$ cat src/rtl/dmem_dump_reader.sv
// Post-run data-memory dump engine: reads NUM_WORDS words from BASE_ADDR and streams (addr, data).
// Latency: start edge -> first out_valid after 3 rising edges; at most one word per 3 cycles.
// Backpressure: a word is held stable in HOLD until out_ready; no new read is issued meanwhile.
module dmem_dump_reader #(
   parameter int                    ADDR_WIDTH = 32,
   parameter int                    DATA_WIDTH = 32,
   parameter logic [ADDR_WIDTH-1:0] BASE_ADDR  = '0,
   parameter int                    NUM_WORDS  = 16
) (
   input  logic                  clk,
   input  logic                  rst_n,
   input  logic                  i_start,
   input  logic                  i_abort,
   output logic                  o_mem_re,
   output logic [ADDR_WIDTH-1:0] o_mem_addr,
   input  logic [DATA_WIDTH-1:0] i_mem_rdata,
   output logic                  o_out_valid,
   input  logic                  i_out_ready,
   output logic [DATA_WIDTH-1:0] o_out_data,
   output logic [ADDR_WIDTH-1:0] o_out_addr,
   output logic                  o_busy,
   output logic                  o_done
);

   typedef enum logic [2:0] {
      S_IDLE,
      S_READ,
      S_WAIT,
      S_HOLD,
      S_DONE
   } state_t;

   // Index of the final word; only meaningful when the dump is non-empty.
   localparam logic [15:0]           C_LAST  = 16'((NUM_WORDS == 0) ? 0 : NUM_WORDS - 1);
   localparam bit                    C_EMPTY = (NUM_WORDS == 0);
   localparam logic [ADDR_WIDTH-1:0] C_STEP  = ADDR_WIDTH'(4);

   state_t                r_state;
   logic [15:0]           r_cnt;
   logic [ADDR_WIDTH-1:0] r_cur_addr;
   logic                  r_mem_re;
   logic                  r_out_valid;
   logic [DATA_WIDTH-1:0] r_out_data;
   logic [ADDR_WIDTH-1:0] r_out_addr;
   logic                  r_busy;
   logic                  r_done;
   logic                  w_last;

   assign w_last = (r_cnt == C_LAST);

   // Dump sequencer; every output is a register so consumers see glitch-free levels.
   // The current word address doubles as the memory address, which is only qualified by mem_re.
   always_ff @(posedge clk or negedge rst_n) begin
      if (!rst_n) begin
         r_state     <= S_IDLE;
         r_cnt       <= '0;
         r_cur_addr  <= '0;
         r_mem_re    <= 1'b0;
         r_out_valid <= 1'b0;
         r_out_data  <= '0;
         r_out_addr  <= '0;
         r_busy      <= 1'b0;
         r_done      <= 1'b0;
      end else if (i_abort && (r_state != S_IDLE)) begin
         // Cancel wins over a same-cycle handshake: the offered word is dropped.
         r_state     <= S_IDLE;
         r_cnt       <= '0;
         r_mem_re    <= 1'b0;
         r_out_valid <= 1'b0;
         r_busy      <= 1'b0;
         r_done      <= 1'b0;
      end else begin
         case (r_state)
            S_IDLE: begin
               r_done <= 1'b0;
               if (i_start) begin
                  r_cur_addr <= BASE_ADDR;
                  r_cnt      <= '0;
                  r_busy     <= 1'b1;
                  if (C_EMPTY) begin
                     r_state <= S_DONE;
                     r_done  <= 1'b1;
                  end else begin
                     r_state  <= S_READ;
                     r_mem_re <= 1'b1;
                  end
               end
            end
            S_READ: begin
               r_mem_re <= 1'b0;
               r_state  <= S_WAIT;
            end
            S_WAIT: begin
               r_out_data  <= i_mem_rdata;
               r_out_addr  <= r_cur_addr;
               r_out_valid <= 1'b1;
               r_state     <= S_HOLD;
            end
            S_HOLD: begin
               if (i_out_ready) begin
                  r_out_valid <= 1'b0;
                  if (w_last) begin
                     r_state <= S_DONE;
                     r_done  <= 1'b1;
                  end else begin
                     // Address wraps naturally at the register width.
                     r_cnt      <= r_cnt + 16'd1;
                     r_cur_addr <= r_cur_addr + C_STEP;
                     r_mem_re   <= 1'b1;
                     r_state    <= S_READ;
                  end
               end
            end
            S_DONE: begin
               r_done  <= 1'b0;
               r_busy  <= 1'b0;
               r_state <= S_IDLE;
            end
            default: begin
               r_state     <= S_IDLE;
               r_mem_re    <= 1'b0;
               r_out_valid <= 1'b0;
               r_busy      <= 1'b0;
               r_done      <= 1'b0;
            end
         endcase
      end
   end

   assign o_mem_re    = r_mem_re;
   assign o_mem_addr  = r_cur_addr;
   assign o_out_valid = r_out_valid;
   assign o_out_data  = r_out_data;
   assign o_out_addr  = r_out_addr;
   assign o_busy      = r_busy;
   assign o_done      = r_done;

endmodule

$ cat config.mk
export PLATFORM = sky130hd
export DESIGN_NAME = dmem_dump_reader
export DESIGN_NICKNAME = d
export VERILOG_FILES = /design/src/rtl/dmem_dump_reader.sv
export SDC_FILE = /design/constraint.sdc
export NUM_CORES = 1
export LEC_CHECK = 0
export ABC_AREA = 1
export CORE_MARGIN = 2
export CORE_UTILIZATION = 45
export DETAILED_ROUTE_END_ITERATION = 7
export GPL_TIMING_DRIVEN = 0
export PLACE_DENSITY = 0.81
export REMOVE_ABC_BUFFERS = 1
export SKIP_CTS_REPAIR_TIMING = 1
export SYNTH_ARGS = -nofsm -noshare
export SYNTH_HDL_FRONTEND = slang
export SYNTH_SLANG_ARGS = --single-unit
$ cat constraint.sdc
create_clock -name clk -period 2.4 [get_ports clk]
set_clock_uncertainty 0.1 [all_clocks]
set_input_delay 0.24 -clock clk [delete_from_list [all_inputs] [get_ports clk]]
set_output_delay 0.24 -clock clk [all_outputs]
set_load 0.05 [all_outputs]
# After elaboration in Yosys (flattened, before gate mapping)
# Index checks and enable logic that the tools add are counted.
# word_totals
register_bits	119
in_bits	37
out_inout_bits	100
# op_classes
add_sub_neg	2
n_eq_ne	16
n_mux	28
n_bitwise	1
reduce_logical	17
# op_table
cell	n
$mux 32	3
$mux 16	4
$pmux 32 s2	1
$add 32x3->32 const B	1
$pmux 16 s2	1
$add 16x1->16 const B	1
$eq 16x4->1 const B	1
$mux 3	4
$ne 3x3->1 const B	4
$pmux 3 s4	1
$mux 1	10
$ne 2x1->1 const B	4
$reduce_and 2->1	4
$reduce_and 4->1	2
$eq 3x2->1 const B	2
$ne 2x2->1 const B	3
$pmux 1 s3	2
$reduce_bool 3->1	2
$reduce_or 3->1	2
$reduce_and 5->1	1
$pmux 1 s2	2
$reduce_or 2->1	2
$eq 3x1->1 const B	1
$eq 3x3->1 const B	1
5 further kinds	5

# Longest topological paths before layout
# depth
word_depth	5
ltp_mapped	10
ltp_nobuf	9

# Worst setup path before layout
# No wires, ideal clock.
# synth_timing
path_type	register to register
start	register r_cur_addr[2] (netlist: o_mem_addr[2])
end	register r_cur_addr[30] (netlist: o_mem_addr[30])
setup_time_ns	0.123
arrival_ns	1.811
required_ns	2.177
slack_ns	0.366
stages_incl_launch_ff	9
n_path_buf	0
period_less_slack_ns	2.034
cell_sequence	dfrtp_1 ha_1 nand2_1 nor2_1 inv_1 nor2_1 nand3_1 nand3_1 o21ai_1
# synth_via
elab_chain_cells	4
# synth_lines
element	line	rtl
from (decl)	40	logic [ADDR_WIDTH-1:0] r_cur_addr;
from (signal assigned)	108	r_cur_addr <= r_cur_addr + C_STEP;
$add 32x3->32	108	
$mux 32	102	if (w_last) begin
$mux 32	100	if (i_out_ready) begin
$pmux 32 s2	73	case (r_state)
# No other way between the ends. The select of a mux whose other input is x is not followed.
# A chain may end at the register's enable or synchronous reset.

# Final worst setup path
# layout_timing
start	register r_state[2]
end	register r_cur_addr[4] (netlist: o_mem_addr[4])
# layout_via
elab_chain_cells	4
word_cells_on_any_way	11
# layout_lines
element	line	rtl
from (decl)	38	state_t r_state;
from (signal assigned)	55	r_state <= S_IDLE;
from (signal assigned)	66	r_state <= S_IDLE;
from (signal assigned)	81	r_state <= S_DONE;
branches (longest 4 deep; another with $reduce_and 5->1)	--	
# Several ways; the timed one is not identified.

==> reports/results.tsv <==
stage	metric	value	unit
status	status	complete, no violations	
place	routabilityCongestion	0.910	
sta	setup_slack	0.230	ns
floorplanning	core_area	12500	um2
sta	worst_pin_slew	0.809	ns
critical_path	cp_common_cell	nand2_2	
critical_path	cp.depth	9	
routing	avgRoutedWirePerCell	14.2	um
power_and_ir_drop	ir_worst_vdd	0.521	mV
cts	worstSkewPairLatency	0.42	ns
critical_path	crit_slowest_cell	dfrtp_1	
finish	nets	940	
cts	cts_root_buf	clkbuf_16	
cts	cts_tree	done	
critical_path	critical_path_arrival	2.41	ns
synthesis	syn_area	5740	um2
routing	routed_wl	15.5	mm
routing	wl_met1	6.66	mm
sta	slew_viol_final	0	
critical_path	crit_chain	inv_2, nand2_2, nand2_2, nand2_2, nor2_4, nand2_8, inv_4, nand2_1, a21oi_1	
floorplanning	die_w	117	um
power_and_ir_drop	power_switching_share	0.440	
place	pre_cts_slack	-0.439	ns
routing	route.detailed.drc	0	
finish	drive_gt1_frac	0.0733	
floorplanning	rows	41	
synthesis	ys_warn_count	0	
routing	ant_nets	0	
grt	grtUsageTotal	0.223	
sta	timing.final.crit_share	0.904	
job	maxCapViolations	0	
routing	maxUsedRoutingLayer	met4	
critical_path	crit_path_start_kind	flop	
routing	vias	5433	
critical_path	worstPathRequired	2.64	ns
synthesis	ys_types	30	
critical_path	cpPeakStageDelay	0.48	ns
routing	drt_iter0_markers	477	
floorplanning	ios	137	
routing	met2_length	7.32	mm
synthesis	synth.yosys.seq_area_share	0.501	
finish	area_delta_synth_final	36.2	%
grt	grt_pass1_wl	23.9	mm
grt	grt.overflow.total	0	
sta	period_needed	2.17	ns
finish	final_cell_mix	315 x nand2_1, 131 x clkdlybuf4s50_1, 115 x dfrtp_1, 68 x nor2_1, 57 x inv_1	
routing	viasPerCell	5.00	
sta	max_slew_margin	0.460	
cts	cts_htree_levels	4	
critical_path	setup.worst_path.start	r_state[2]	
critical_path	r2r_slack	0.23	ns
grt	grt_pass1_vias	4916	
power_and_ir_drop	p_clk_frac	0.274	
synthesis	netlist_top_cells_area	dfrtp_1 50%, nand2_1 21%, o21ai_0 4.6%	
critical_path	crit_family	simple AND/OR/NAND/NOR gates	
synthesis	syn_inst	766	
sta	final-setup-viol-count	0	
routing	route.met3.wl	1.20	mm
sta	finalHoldViolCount	0	
critical_path	path_class	flop to flop	
routing	drtPass1Iterations	5	
place	post-dp-hpwl	10.3	mm
finish	final_util	0.624	
grt	grt_max_degree	94	
critical_path	cp_max_fo	21	
finish	diodes	0	
sta	fmax	461	MHz
sta	rsz0062_at_grt	no	
critical_path	timing.rr.start	r_state[2]	
synthesis	synth_top_area_frac	0.501	
cts	cts.reportedPaths.clkPinSlew	0.06	ns
sta	tns	0	ns
critical_path	reg2reg_depth	9	
power_and_ir_drop	cellPowerDensity	1100	nW/um2
critical_path	rr_endpoint	o_mem_addr[4]	
place	portBuffers	132	
cts	cts_sinks	115	
power_and_ir_drop	power.switching	3.78	mW
synthesis	ys_ff_latch	115	
power_and_ir_drop	combinationalPowerShare	0.424	
floorplanning	start_util	0.459	
critical_path	crit_end	o_mem_addr[4]	
cts	cts_buffers	17	
floorplanning	fp.dieH	117	um
critical_path	path_buf_inv	2	
grt	antenna_found_initial	0	
finish	n_fill_cell	1094	
power_and_ir_drop	internal-power	4.82	mW
floorplanning	die-area	13700	um2
cts	clockBufferDepth	2	
power_and_ir_drop	p_leak	3.43	nW
synthesis	yosys.area.top_type	dfrtp_1	
synthesis	synth_area_per_cell	7.49	um2
worst_hold_path	hold_class	input port to async pin	
critical_path	cp-end-kind	flop	
power_and_ir_drop	sequentialPowerShare	0.302	
finish	final_common_cell	nand2_1	
==> cell usage after synthesis <==
cell,count
a31oi_1,2
o21bai_1,1
buf_1,4
nor2_1,69
nand2_4,2
o21ai_1,16
buf_2,8
inv_2,4
xor2_1,4
buf_4,8
or2_2,3
a21oi_1,6
buf_6,2
nand3_2,3
nor3_1,3
conb_1,1
nand3_1,45
nand2_1,315
nor2_2,1
o22ai_1,1
dfrtp_1,115
nand4_1,24
clkbuf_1,6
ha_1,2
nand3_4,1
a21oi_2,1
o21ai_0,53
nor2_4,3
nand2_2,6
inv_1,57
==> routing by layer <==
metal / global-route usage / vias to the layer above
li1: - / 2699
met4: 0.0816 / 0
met1: 0.295 / 2522
met2: 0.358 / 185
met5: 0 / -
met3: 0.0546 / 27
==> state kept, by name (all words and copies together) (netlist names) <==
signal and count:
o_mem_addr 30, o_out_data 32, o_done 1, r_cnt 16, o_mem_re 1, o_out_valid 1, r_state 3, o_out_addr 30
o_busy 1
==> final cells by class <==
class                   instances  area [um2]  share of cell area
clock buffers                  17         425              0.0544
clock inverters                15         138              0.0176
inverters                      61         234              0.0299
multi-input cells             568        2520               0.323
flip-flops and latches        115        2880               0.368
well taps                     172         215              0.0275
repair buffers                138        1400               0.179
==> cell families (layout without fill, tap and decap cells) <==
logic type	Yosys count	in the layout	share of synthesized area
and+or+nand+nor	475	478	0.348
other	1	4	0.000653
DFF	115	115	0.501
buffers and inverters	89	231	0.0678
adders and majority gates	2	2	0.00436
xor gates and xnor gates	4	4	0.00610
AOI/OAI and AO/OA	80	80	0.0715
==> stage by stage <==
stage          cells  cell area, um2  hold WS [ns]  total power, mW
2_1_floorplan    741            5590        -0.156             4.89
3_3_place_gp    1045            7130         0.352             6.07
3_5_place_dp    1046            7160        0.0734             6.13
4_1_cts         1078            7720        -0.372             8.51
5_1_grt         1086            7820         0.227             9.02
6_report        1086            7820         0.185             8.60
==> how the worst min path moves through the flow <==
stage | from | end | slack [ns]
after detailed placement | rst_n | r_state[2] | 0.07
after CTS | rst_n | o_done | -0.37
after global routing | rst_n | o_done | 0.23
after global placement | o_out_data[18] | o_out_data[18] | 0.35
after floorplan | rst_n | o_busy | -0.16
final | rst_n | o_done | 0.19
==> power groups by stage <==
stage               logic, mW  registers (mW)  clock network (mW)
floorplan               0.942            3.95                   0
global placement         3.46            2.61                   0
detailed placement       3.50            2.63                   0
CTS                      3.51            2.60                2.39
global route             3.87            2.65                2.49
finish                   3.65            2.60                2.36
(Power assumes the default switching activity.)
